File: config.mk
export PLATFORM = sky130hd
export DESIGN_NAME = riscv_lsu
export DESIGN_NICKNAME = d
export VERILOG_FILES = /design/src/rtl/riscv_lsu_pkg.sv /design/src/rtl/riscv_lsu_align.sv /design/src/rtl/riscv_lsu.sv
export SDC_FILE = /design/constraint.sdc
export NUM_CORES = 1
export LEC_CHECK = 0
export ABC_AREA = 1
export BUFFER_PORTS_ARGS = -buffer_cell sky130_fd_sc_hd__buf_2
export CELL_PAD_IN_SITES_DETAIL_PLACEMENT = 1
export CELL_PAD_IN_SITES_GLOBAL_PLACEMENT = 1
export CORE_UTILIZATION = 37
export DETAILED_ROUTE_END_ITERATION = 10
export GPL_TIMING_DRIVEN = 0
export PLACE_DENSITY_LB_ADDON = 0.1
export RECOVER_POWER = 100
export SYNTH_ARGS = -nofsm -noshare
export SYNTH_HDL_FRONTEND = slang
export SYNTH_SLANG_ARGS = --single-unit
File: constraint.sdc
create_clock -name i_clk -period 3.72 [get_ports i_clk]
set_input_delay 0.744 -clock i_clk [delete_from_list [all_inputs] [get_ports i_clk]]
set_output_delay 0.744 -clock i_clk [all_outputs]
set_load 0.02 [all_outputs]
File: src/rtl/riscv_lsu_pkg.sv
// Shared definitions for the RV32I load/store unit: data width, funct3 width
// codes, response error codes, FSM state encodings and the request checker.
package riscv_lsu_pkg;

   localparam int XLEN = 32;

   // RV32I funct3 width codes (loads and stores share the low encodings)
   localparam logic [2:0] F3_LB  = 3'b000;
   localparam logic [2:0] F3_LH  = 3'b001;
   localparam logic [2:0] F3_LW  = 3'b010;
   localparam logic [2:0] F3_LBU = 3'b100;
   localparam logic [2:0] F3_LHU = 3'b101;
   localparam logic [2:0] F3_SB  = 3'b000;
   localparam logic [2:0] F3_SH  = 3'b001;
   localparam logic [2:0] F3_SW  = 3'b010;

   // Response error codes
   localparam logic [1:0] ERR_OK       = 2'b00;
   localparam logic [1:0] ERR_MISALIGN = 2'b01;
   localparam logic [1:0] ERR_ILLEGAL  = 2'b10;
   localparam logic [1:0] ERR_TIMEOUT  = 2'b11;

   // FSM state encodings
   localparam logic [1:0] ST_IDLE = 2'b00;
   localparam logic [1:0] ST_WAIT = 2'b01;
   localparam logic [1:0] ST_RSP  = 2'b10;

   // Operation latched at accept time; drives the memory port during WAIT
   typedef struct packed {
      logic            we;
      logic [2:0]      funct3;
      logic [1:0]      addr_lo;
      logic [XLEN-3:0] addr_hi;
      logic [3:0]      be;
      logic [XLEN-1:0] wdata;
   } lsu_op_t;

   // Classify a request: an illegal width code outranks misalignment.
   function automatic logic [1:0] lsu_check(input logic       we,
                                            input logic [2:0] funct3,
                                            input logic [1:0] addr_lo);
      logic illegal;
      logic misalign;
      if (we) illegal = (funct3 > F3_SW);
      else    illegal = (funct3 == 3'b011) || (funct3 == 3'b110) || (funct3 == 3'b111);
      misalign = ((funct3[1:0] == 2'b01) && addr_lo[0]) ||
                 ((funct3[1:0] == 2'b10) && (addr_lo != 2'b00));
      if (illegal)       return ERR_ILLEGAL;
      else if (misalign) return ERR_MISALIGN;
      else               return ERR_OK;
   endfunction

endpackage

File: src/rtl/riscv_lsu_align.sv
// Lane alignment for the LSU: store byte enables and lane replication, and
// load byte/half extraction with sign or zero extension. Purely combinational.
module riscv_lsu_align
   import riscv_lsu_pkg::*;
(
   input  logic            we,
   input  logic [2:0]      funct3,
   input  logic [1:0]      addr_lo,
   input  logic [XLEN-1:0] wdata,
   input  logic [XLEN-1:0] rdata,
   output logic [3:0]      be,
   output logic [XLEN-1:0] wdata_rep,
   output logic [XLEN-1:0] rdata_fmt
);

   logic [7:0]  byte_lane;
   logic [15:0] half_lane;

   // Store side: replicate the LSB-aligned data into every lane, enable the addressed lanes
   always_comb begin
      be        = 4'b1111;
      wdata_rep = wdata;
      case (funct3[1:0])
         2'b00: begin
            wdata_rep = {4{wdata[7:0]}};
            if (we) be = 4'b0001 << addr_lo;
         end
         2'b01: begin
            wdata_rep = {2{wdata[15:0]}};
            if (we) be = 4'b0011 << addr_lo;
         end
         default: begin
            wdata_rep = wdata;
            be        = 4'b1111;
         end
      endcase
   end

   // Load side: pick the addressed lane, then extend by width code
   always_comb begin
      byte_lane = rdata[{addr_lo, 3'b000} +: 8];
      half_lane = rdata[{addr_lo[1], 4'b0000} +: 16];
      case (funct3)
         F3_LB:   rdata_fmt = {{24{byte_lane[7]}}, byte_lane};
         F3_LH:   rdata_fmt = {{16{half_lane[15]}}, half_lane};
         F3_LBU:  rdata_fmt = {24'h000000, byte_lane};
         F3_LHU:  rdata_fmt = {16'h0000, half_lane};
         default: rdata_fmt = rdata;
      endcase
   end

endmodule

File: src/rtl/riscv_lsu.sv
// RV32I load/store unit: one operation at a time from execute, single-port
// data-memory req/ack interface, load formatting, misalign/illegal/timeout
// detection. Handshake: an operation is accepted on a rising edge where
// i_lsu_req_valid and o_lsu_req_ready are both high; o_dmem_req is held with
// stable address/we/be/wdata until i_dmem_ack; o_lsu_rsp_valid is a single
// cycle pulse with no backpressure.
module riscv_lsu
   import riscv_lsu_pkg::*;
#(
   parameter int TIMEOUT_CYCLES = 64
) (
   input  logic            i_clk,
   input  logic            i_rst,
   input  logic            i_lsu_req_valid,
   output logic            o_lsu_req_ready,
   input  logic            i_lsu_we,
   input  logic [2:0]      i_lsu_funct3,
   input  logic [XLEN-1:0] i_lsu_addr,
   input  logic [XLEN-1:0] i_lsu_wdata,
   output logic            o_lsu_rsp_valid,
   output logic [XLEN-1:0] o_lsu_rdata,
   output logic [1:0]      o_lsu_err,
   output logic            o_dmem_req,
   output logic            o_dmem_we,
   output logic [XLEN-1:0] o_dmem_addr,
   output logic [3:0]      o_dmem_be,
   output logic [XLEN-1:0] o_dmem_wdata,
   input  logic            i_dmem_ack,
   input  logic [XLEN-1:0] i_dmem_rdata,
   output logic [1:0]      o_lsu_state
);

   localparam int CNT_W = (TIMEOUT_CYCLES > 2) ? $clog2(TIMEOUT_CYCLES) : 1;
   localparam logic [CNT_W-1:0] TO_LAST =
      CNT_W'((TIMEOUT_CYCLES > 0) ? (TIMEOUT_CYCLES - 1) : 0);

   logic [1:0]      state_q;
   lsu_op_t         op_q;
   logic [CNT_W-1:0] cnt_q;
   logic [XLEN-1:0] rdata_q;
   logic [1:0]      err_q;

   logic            accept;
   logic [1:0]      req_err;
   logic            timeout_hit;
   logic            in_idle;
   logic            al_we;
   logic [2:0]      al_funct3;
   logic [1:0]      al_addr_lo;
   logic [3:0]      al_be;
   logic [XLEN-1:0] al_wdata;
   logic [XLEN-1:0] al_rdata;

   assign in_idle     = (state_q == ST_IDLE);
   assign accept      = i_lsu_req_valid && o_lsu_req_ready;
   assign req_err     = lsu_check(i_lsu_we, i_lsu_funct3, i_lsu_addr[1:0]);
   assign timeout_hit = (TIMEOUT_CYCLES != 0) && (cnt_q == TO_LAST);

   // The aligner serves the incoming request in IDLE (store formatting) and the
   // latched operation otherwise (load extraction when the ack arrives).
   assign al_we      = in_idle ? i_lsu_we        : op_q.we;
   assign al_funct3  = in_idle ? i_lsu_funct3    : op_q.funct3;
   assign al_addr_lo = in_idle ? i_lsu_addr[1:0] : op_q.addr_lo;

   riscv_lsu_align u_align (
      .we        (al_we),
      .funct3    (al_funct3),
      .addr_lo   (al_addr_lo),
      .wdata     (i_lsu_wdata),
      .rdata     (i_dmem_rdata),
      .be        (al_be),
      .wdata_rep (al_wdata),
      .rdata_fmt (al_rdata)
   );

   // FSM, operation latch, timeout counter and registered response
   always_ff @(posedge i_clk) begin
      if (i_rst) begin
         state_q <= ST_IDLE;
         op_q    <= '0;
         cnt_q   <= '0;
         rdata_q <= '0;
         err_q   <= ERR_OK;
      end else begin
         case (state_q)
            ST_IDLE: begin
               if (accept) begin
                  op_q.we      <= i_lsu_we;
                  op_q.funct3  <= i_lsu_funct3;
                  op_q.addr_lo <= i_lsu_addr[1:0];
                  op_q.addr_hi <= i_lsu_addr[XLEN-1:2];
                  op_q.be      <= al_be;
                  op_q.wdata   <= al_wdata;
                  cnt_q        <= '0;
                  rdata_q      <= '0;
                  err_q        <= req_err;
                  state_q      <= (req_err == ERR_OK) ? ST_WAIT : ST_RSP;
               end
            end
            ST_WAIT: begin
               if (i_dmem_ack) begin
                  rdata_q <= op_q.we ? '0 : al_rdata;
                  err_q   <= ERR_OK;
                  state_q <= ST_RSP;
               end else if (timeout_hit) begin
                  rdata_q <= '0;
                  err_q   <= ERR_TIMEOUT;
                  state_q <= ST_RSP;
               end else begin
                  cnt_q <= cnt_q + 1'b1;
               end
            end
            ST_RSP: begin
               state_q <= ST_IDLE;
            end
            default: begin
               state_q <= ST_IDLE;
            end
         endcase
      end
   end

   // Ready is held low while reset is asserted so nothing is accepted in the reset cycle
   assign o_lsu_req_ready = in_idle && !i_rst;
   assign o_lsu_rsp_valid = (state_q == ST_RSP);
   assign o_lsu_rdata     = rdata_q;
   assign o_lsu_err       = err_q;
   assign o_dmem_req      = (state_q == ST_WAIT);
   assign o_dmem_we       = op_q.we;
   assign o_dmem_addr     = {op_q.addr_hi, 2'b00};
   assign o_dmem_be       = op_q.be;
   assign o_dmem_wdata    = op_q.wdata;
   assign o_lsu_state     = state_q;

endmodule

==> Implementation_results.wiki <==
{| class="wikitable"
! Metric !! Value
|-
| Run status || completed
|-
| Detail-routed via count per cell || around 4.7
|-
| Global-route wire length before repair || 31800 um
|-
| Critical-path top delay cell || o211ai_1
|-
| Antenna violations before repair || 1
|-
| TritonCTS Sinks || between 100 and 150
|-
| Cell-by-cell trace of the critical path || clkbuf_1, nor2_1, nand2_1, inv_1, o211ai_1, buf_6, nand2_1, a21oi_1
|-
| Root cell of the clock tree || clkbuf_16
|-
| Net count reported at finish || around 1200
|-
| Critical Path Source || i_rst
|-
| Number of buffers added to fix hold violations after cts || 0
|-
| Number of setup buffers added after CTS || 0
|-
| RR Startpoint || o_lsu_state[1]
|-
| Maximum capacitance violations || 0
|-
| Highest Clock Rate || slightly below 400 MHz
|-
| Data required time of the critical path || 4050 ps
|-
| Number of H-tree levels || 4
|-
| Data arrival time of the worst path || about 3000 ps
|-
| Synth Instances || 873
|-
| Type of element capturing the critical path || register
|-
| CTS clk-pin slew, worst paths || approximately 50 ps
|-
| Power density normalized to cell area || a little under 500 nW/um^2
|-
| Fraction of layout cells with a size suffix above 1 || 21.8%
|-
| Startpoint type of the worst setup path || input port
|-
| Leakage dissipation || roughly 3.8 nW
|-
| Antenna-violating nets left || 0
|-
| Post-cts gate resize count || 0
|-
| Post-detailed-route DRC marker count || 0
|-
| RSZ-0062 raised after global routing || no
|-
| Power after layout || 0.00374 W
|-
| Total length of routed wires || just under 20000 um
|-
| Count of inserted antenna diode cells || 0
|-
| Number of hold violations in the final report || 0
|-
| Initial DRT Pass Iterations || 6
|-
| Half-perimeter wire length of the detailed placement result || between 15000 and 20000 um
|-
| Netlist Area Pre-Place || around 5900 um^2
|-
| Total Die Area || roughly 16000 um^2
|-
| Post-place setup slack || between 1000 and 1500 ps
|-
| Setup slack after layout || ~1100 ps
|-
| Die Height || between 100 and 150 um
|-
| Kind of critical path || in -> reg
|-
| Via count of the first global-routing pass || between 6000 and 7000
|-
| Port buffer count || around 210
|-
| Sum Neg Setup Slack || 0 ps
|-
| Global router's overall resource usage || ~25%
|-
| Gp weighted congestion || about 0.83
|-
| Number of DRC violations after detailed-routing iteration 0 || roughly 260
|-
| Time the worst path needs with I/O delays and setup || roughly 2600 ps
|-
| Async S/R FF share, synth || 0%
|-
| Biggest cell delay along the critical path || ~660 ps
|-
| Effective utilization at floorplan || 38.2%
|-
| Vias || about 6300
|-
| Cell occurring most often along the worst timing path || nand2_1
|-
| Average cell area after synthesis || between 6 and 7 um^2
|-
| Number of synthesized register bits || between 100 and 150
|-
| Min-delay worst type || reg -> reg
|-
| Final setup fails || 0
|-
| Area growth from synthesis to layout || 29.4%
|-
| Number of cell rows || 45
|-
| Headroom to the max-slew limit || 46.6%
|-
| Latest clock arrival within the worst-skew pair || between 400 and 500 ps
|-
| Most used flip-flop cell after synthesis || dfxtp_1
|-
| Worst slew pin tran || 797 ps
|-
| Worst-path maximum fanout || 10
|-
| Number of warnings printed during yosys synthesis || 0
|-
| Die boundary width || about 130 um
|-
| Largest net degree at the start of global routing || 17
|-
| Total CTS buffers || 17
|-
| Deepest clock path buffer count || 2
|-
| Number of unique standard cell types used by synthesis || 34
|-
| Fraction of the yosys area taken by sequential cells || between 30% and 40%
|-
| Slack of the worst reg-to-reg path || 1320 ps
|-
| CTS tree || done
|-
| Placeable Area || between 15000 and 20000 um^2
|-
| Per-cell routed wire length || between 10 and 15 um
|-
| Worst voltage drop across the vdd grid || around 0.00032 V
|-
| Worst Clk Skew || approximately 5.9 ps
|-
| Max-slew violations || 0
|-
| Number of synthesized flops with an enable pin || 0
|-
| Crit share post-route || 69.9%
|-
| Remaining Overflow, GRT || 0
|-
| Hold path start || o_dmem_be[2]
|-
| Boundary pin count || approximately 210
|}
## area by class of cell
class | count | area [um^2]
fillers | 2180 | 7760
clock inverters | 10 | 110
flip-flops and latches | 114 | 2280
clock buffers | 21 | 460
plain buffers | 114 | 736
repair buffers | 208 | 910
inverters | 83 | 312
multi-input cells | 563 | 2530
well taps | 211 | 264
## worst max-delay path, delay by kind of cell
kind / cells / cell delay (ps)
buf+inv: 3 / 880
compound gates: 2 / 800
simple gates: 3 / 500
## sequential cells by signal, indices dropped and copies added, names as in the netlist
| signal | count |
|---|---|
| o_lsu_rdata | 32 |
| o_dmem_wdata | 32 |
| o_dmem_addr | 30 |
| op_q | 5 |
| o_lsu_err | 2 |
| o_lsu_state | 2 |
| o_dmem_be | 4 |
| cnt_q | 6 |
| o_dmem_we | 1 |
## metrics by stage
stage                     hold slack (ps)  area [um^2]  utilization, %  instances
after floorplan                       439         5880               -        874
after global placement                450         7190            46.8       1293
after detailed placement              455         7190            46.8       1293
after CTS                             463         7760            50.5       1324
after global routing                  486         7610            49.5       1324
final                                 462         7610            49.5       1324
## routing by layer
| metal | part of all wire, % | track usage (%) | routed length, um |
|---|---|---|---|
| met1 | 45 | 31.0 | 8980 |
| met2 | 48 | 44.2 | 9600 |
| met3 | 4.7 | 3.96 | 932 |
| met4 | 1.4 | 7.61 | 276 |
| met5 | 0.066 | 0 | 13 |
## logic make-up (layout without fill, tap and decap cells)
family	after synthesis	count (layout)	synth area share [%]
and+or+nand+nor	427	427	30.7
AOI/OAI and AO/OA	133	133	12.3
other	1	2	0.0638
DFF	114	114	38.8
buffers and inverters	197	436	17.9
adders and majority gates	1	1	0.213
## synth_stat cells (8+ instances only)
cell	n	share of area, %
a21oi_1	38	3.2
buf_2	14	1.2
o21ai_0	79	6.7
buf_4	68	8.7
nand3_1	98	8.3
or2_2	8	0.85
nor3_1	8	0.68
inv_1	79	5.0
dfxtp_1	114	39
nand2_1	276	18
nor2_1	23	1.5
clkbuf_1	23	1.5
## path summary, 6_finish.rpt
kind                     endpoint  depth (start not counted)
setup / recovery  o_lsu_rdata[10]                          8
setup reg to reg  o_lsu_rdata[10]                          9
hold reg to reg      o_dmem_be[2]                          2
hold / removal       o_dmem_be[2]                          2
## cell usage in the layout (no fill, tap or decap), types with 2 or more instances in the layout
cell and instances:
a211oi_1 2, a21oi_1 38, a22oi_1 3, buf_2 115, buf_4 68, buf_6 5, bufinv_16 2, clkbuf_1 135
clkbuf_16 17, clkbuf_8 2, clkinv_2 4, clkinvlp_4 4, conb_1 2, dfxtp_1 114, inv_1 80, inv_2 3
nand2_1 277, nand2_2 6, nand3_1 98, nor2_1 24, nor3_1 8, o21ai_0 80, o21ai_2 4, or2_2 8
## power by group
| group | leakage (nW) | internal [W] | switching, W |
|---|---|---|---|
| clock | 0.271 | 0.00101 | 0.000577 |
| sequential | 0.937 | 0.00131 | 0.0000486 |
| combinational | 2.62 | 0.000293 | 0.000502 |
Note: power is estimated with default switching activity, not from simulation.
